`src/rtl/insn_queue.sv`:
```
// ============================================================================
// Module   : insn_queue
// Brief    : In-order (pc, instruction) FIFO that decouples fetch from decode.
// Revision : 1.0 - initial release
// ============================================================================
`timescale 1ns/1ps
`default_nettype none

module insn_queue #(
    parameter  int ADDR_W = 30,
    parameter  int DATA_W = 32,
    parameter  int DEPTH  = 4,
    localparam int PTR_W  = $clog2(DEPTH)
) (
    input  logic              clk,
    input  logic              rst,
    input  logic              flush,
    input  logic [ADDR_W-1:0] if_pc,
    input  logic [DATA_W-1:0] if_insn,
    input  logic              if_en,
    output logic              if_stall,
    output logic [ADDR_W-1:0] id_pc,
    output logic [DATA_W-1:0] id_insn,
    output logic              id_en,
    input  logic              id_stall,
    output logic [PTR_W:0]    count
);

    localparam int          c_ENTRY_W = ADDR_W + DATA_W;
    localparam logic [PTR_W:0] c_FULL = (PTR_W+1)'(DEPTH);

    logic [c_ENTRY_W-1:0] r_mem [DEPTH];
    logic [PTR_W-1:0]     r_rd_ptr;
    logic [PTR_W-1:0]     r_wr_ptr;
    logic [PTR_W:0]       r_count;

    logic                 w_full;
    logic                 w_empty;
    logic                 w_push;
    logic                 w_pop;
    logic [c_ENTRY_W-1:0] w_head;

    // Status is decoded from registered count only, so fetch never sees a
    // combinational path from decode's stall.
    assign w_full   = (r_count == c_FULL);
    assign w_empty  = (r_count == '0);
    assign w_push   = if_en & ~w_full & ~flush;
    assign w_pop    = ~w_empty & ~id_stall & ~flush;

    assign if_stall = w_full;
    assign id_en    = ~w_empty;
    assign count    = r_count;

    assign w_head   = r_mem[r_rd_ptr];
    assign id_pc    = w_empty ? '0 : w_head[c_ENTRY_W-1:DATA_W];
    assign id_insn  = w_empty ? '0 : w_head[DATA_W-1:0];

    // Storage carries no reset; occupancy alone qualifies its contents.
    always_ff @(posedge clk) begin
        if (w_push) begin
            r_mem[r_wr_ptr] <= {if_pc, if_insn};
        end
    end

    always_ff @(posedge clk or posedge rst) begin
        if (rst) begin
            r_rd_ptr <= '0;
            r_wr_ptr <= '0;
            r_count  <= '0;
        end else if (flush) begin
            r_rd_ptr <= '0;
            r_wr_ptr <= '0;
            r_count  <= '0;
        end else begin
            if (w_push) begin
                r_wr_ptr <= r_wr_ptr + PTR_W'(1);
            end
            if (w_pop) begin
                r_rd_ptr <= r_rd_ptr + PTR_W'(1);
            end
            case ({w_push, w_pop})
                2'b10:   r_count <= r_count + (PTR_W+1)'(1);
                2'b01:   r_count <= r_count - (PTR_W+1)'(1);
                default: r_count <= r_count;
            endcase
        end
    end

endmodule

`default_nettype wire

```
`config.mk`:
```
export PLATFORM = sky130hd
export DESIGN_NAME = insn_queue
export DESIGN_NICKNAME = d
export VERILOG_FILES = /design/src/rtl/insn_queue.sv
export SDC_FILE = /design/constraint.sdc
export NUM_CORES = 1
export LEC_CHECK = 0
export ABC_AREA = 1
export BUFFER_PORTS_ARGS = -buffer_cell sky130_fd_sc_hd__buf_2
export CAP_MARGIN = 20
export CORE_MARGIN = 5
export CORE_UTILIZATION = 62
export CTS_CLUSTER_DIAMETER = 60
export DETAILED_ROUTE_END_ITERATION = 8
export HOLD_SLACK_MARGIN = 0.02
export PLACE_DENSITY = 0.85
export SETUP_SLACK_MARGIN = 0.02
export SYNTH_ARGS = -nofsm -noshare
export SYNTH_HDL_FRONTEND = slang
export SYNTH_SLANG_ARGS = --single-unit
```
`constraint.sdc`:
```
create_clock -name clk -period 9.75 [get_ports clk]
set_input_delay 0.4875 -clock clk [delete_from_list [all_inputs] [get_ports clk]]
set_output_delay 0.4875 -clock clk [all_outputs]
set_load 0.005 [all_outputs]
```
==> results by group <==
Logic synthesis
  – Yosys warnings: 0
  – Post-Syn Area: 10100 µm²
  – Mux cell area share after synthesis: 0%
  – Adder-cell share of the synthesized area: 0.696%
  – Count of cell types in the netlist: 25
  – Synthesized-area fraction occupied by and/or/nand/nor cells: 10.5%
  – Post-Syn Area per Cell: 12.6 µm²
  – Synthesized flop and latch total: 255
  – Synthesized netlist cell count: 797
  – Synth Area in Compound Gates: 9.71%
  – Xor/xnor cell area share of the yosys netlist: 0.0870%
  – Seq/Total Area, Yosys: 75.7%
  – Largest family of logic cells by synthesized area: simple AND/OR/NAND/NOR gates
  – Syn_nets: 869

Detailed routing
  – Pre-Repair DR Iteration Count: 5
  – Vias: 6387
  – Vias/cell: 5.53
  – Routed Antenna Nets: 0
  – WL per Instance: 18.0 µm
  – Detailed Route WL: 20800 µm
  – Drc violations: 0
  – Initial DRC Count: 542

STA
  – Final period utilization: 33.7%
  – RSZ-0062 raised after global routing: false
  – Final setup viols: 0
  – Slew @ Worst Pin: 0.946 ns
  – Setup Total Neg Slack: 0 ns
  – Final worst slack: 6.47 ns
  – Hold WS: 0.197 ns
  – Clk_skew: 0.00759 ns
  – Max Fclk: 305 MHz
  – Tmin final: 3.28 ns
  – Max-slew violation count: 0
  – Worst slew margin: 36.9%
  – Fin. Hold Viols: 0

Critical path
  – Max FO, Critical Path: 67
  – Critical path class: reg -> out
  – Crit. End Element: output pin
  – CP required: 9.26 ns
  – CP Launch Type: register
  – CP arrival: 2.80 ns

Die
  – Die width: 137 µm
  – Core box area: 15900 µm²
  – Chip height: 137 µm
  – Num ports: 134
  – DIE AREA: 18900 µm²
  – FP Rows: 46
  – Initial Utilization: 63.4%

Job
  – Max-Cap Viols: 0

Pwr
  – PD cells: 258 nW/µm²
  – Max VDD drop: 0.179 mV
  – P_leak: 4.29 nW

Final layout
  – Top library cells by usage in the layout, fill and taps aside: nor2_1, edfxtp_1, buf_2, o21ai_0, a21oi_1
  – # nets final: 994
  – # diodes: 0
  – Share of layout cells above drive strength 1: 20.9%
  – Area delta synth->final: 15.9%
  – Commonest non-fill, non-tap cell in the layout: nor2_1

Clocking
  – Clock Path Buffers: 3
  – Clock-pin slew on the worst setup and hold paths: 0.06 ns
  – Post-CTS setup buffers: 0
  – CTS Root Cell: clkbuf_16
  – CTS tree: done
  – Post-cts repair resize count: 0
  – CTS HTree Levels: 1
  – # hold bufs at CTS: 1
  – CTS buffer count: 25
  – Clock Sinks: 255
  – Clk_lat worst skew: 0.50 ns

Run status
  – Status: finished, final reports clean

Placement
  – Pre-CTS WS: 6.92 ns
  – Detail Placement HPWL: 11700 µm
  – I/O Buffers: 133
  – RD Place Congestion: 0.783

Global route
  – First-pass GRT wire length: 31900 µm
  – Number of global-route vias before repair: 6128
  – Grt total ovfl: 0
  – Initial antenna violation count: 2
  – Global Route Usage Sum: 21.9%
  – Largest net degree at the start of global routing: 126

Min path
  – Worst Hold Class: in -> reg
layout make-up:
type	instances	area, µm²
flip-flops and latches	255	7630
fillers	1047	4210
multi-input cells	478	2150
repair buffers	144	771
clock buffers	30	664
well taps	216	270
clock inverters	15	126
inverters	18	70.1
Yosys cell counts, drive strengths merged:
cell | number | area share [%]
fa | 1 | 0.20
nand2 | 21 | 0.83
ha | 4 | 0.50
clkbuf | 12 | 0.50
nor2 | 255 | 9.6
xnor2 | 1 | 0.087
a21oi | 66 | 3.3
edfxtp | 248 | 74
buf | 34 | 2.1
inv | 18 | 0.70
nand3 | 2 | 0.099
dfrtp | 7 | 1.7
o21ai | 128 | 6.4
logic make-up (layout without fill, tap and decap cells):
| kind of cell | Yosys count | after routing |
|---|---|---|
| fa+ha+maj | 5 | 5 |
| flops | 255 | 255 |
| simple gates | 278 | 278 |
| xor+xnor | 1 | 1 |
| compound gates | 194 | 194 |
| buf+inv | 64 | 207 |
state kept, by name, summed over array words and instances, names as in the netlist:
name,cells
r_rd_ptr,2
count,3
r_mem,248
r_wr_ptr,2
metal layers:
metal,track usage (%),vias up,wire length [µm]
met1,28.4,3084,8040
met3,4.27,29,1540
li1,-,3055,-
met4,5.04,4,301
met5,0,-,22
met2,38.7,215,10900
critical path: stages, from the launching register on:
cell and delay [ns]:
dfrtp_4 0.85, buf_4 0.69, nor2_1 0.12, nor2_1 0.12, o21ai_0 0.09, a21oi_1 0.21, buf_2 0.15
through the flow:
step	std cells	utilization [%]	cell area [µm²]	total power [mW]
after floorplan	797	-	10100	1.82
after global placement	1109	68.3	10800	2.10
after detailed placement	1109	68.3	10800	2.13
after CTS	1155	73.3	11600	3.03
after global routing	1156	73.5	11700	3.18
final	1156	73.5	11700	3.02
path summary, 6_finish.rpt:
check / from / endpoint / slack, ns / depth (start not counted)
setup / recovery: r_rd_ptr[0] / id_pc[21] / 6.47 / 6
hold / removal: if_insn[26] / r_mem[3][26] / 0.20 / 1
setup reg to reg: count[0] / r_mem[3][37] / 6.96 / 7
hold reg to reg: count[0] / count[0] / 0.58 / 1
max in group asynchronous: rst / r_rd_ptr[0] / 9.03 / 3
min in group asynchronous: rst / count[2] / 0.46 / 3
where the power goes:
group | internal, mW | switching, mW | total (mW)
Clock | 0.537 | 0.368 | 0.905
Combinational | 0.278 | 0.507 | 0.785
Sequential | 1.28 | 0.0496 | 1.33
Total | 2.09 | 0.924 | 3.02
Note: power is estimated with default switching activity, not from simulation.
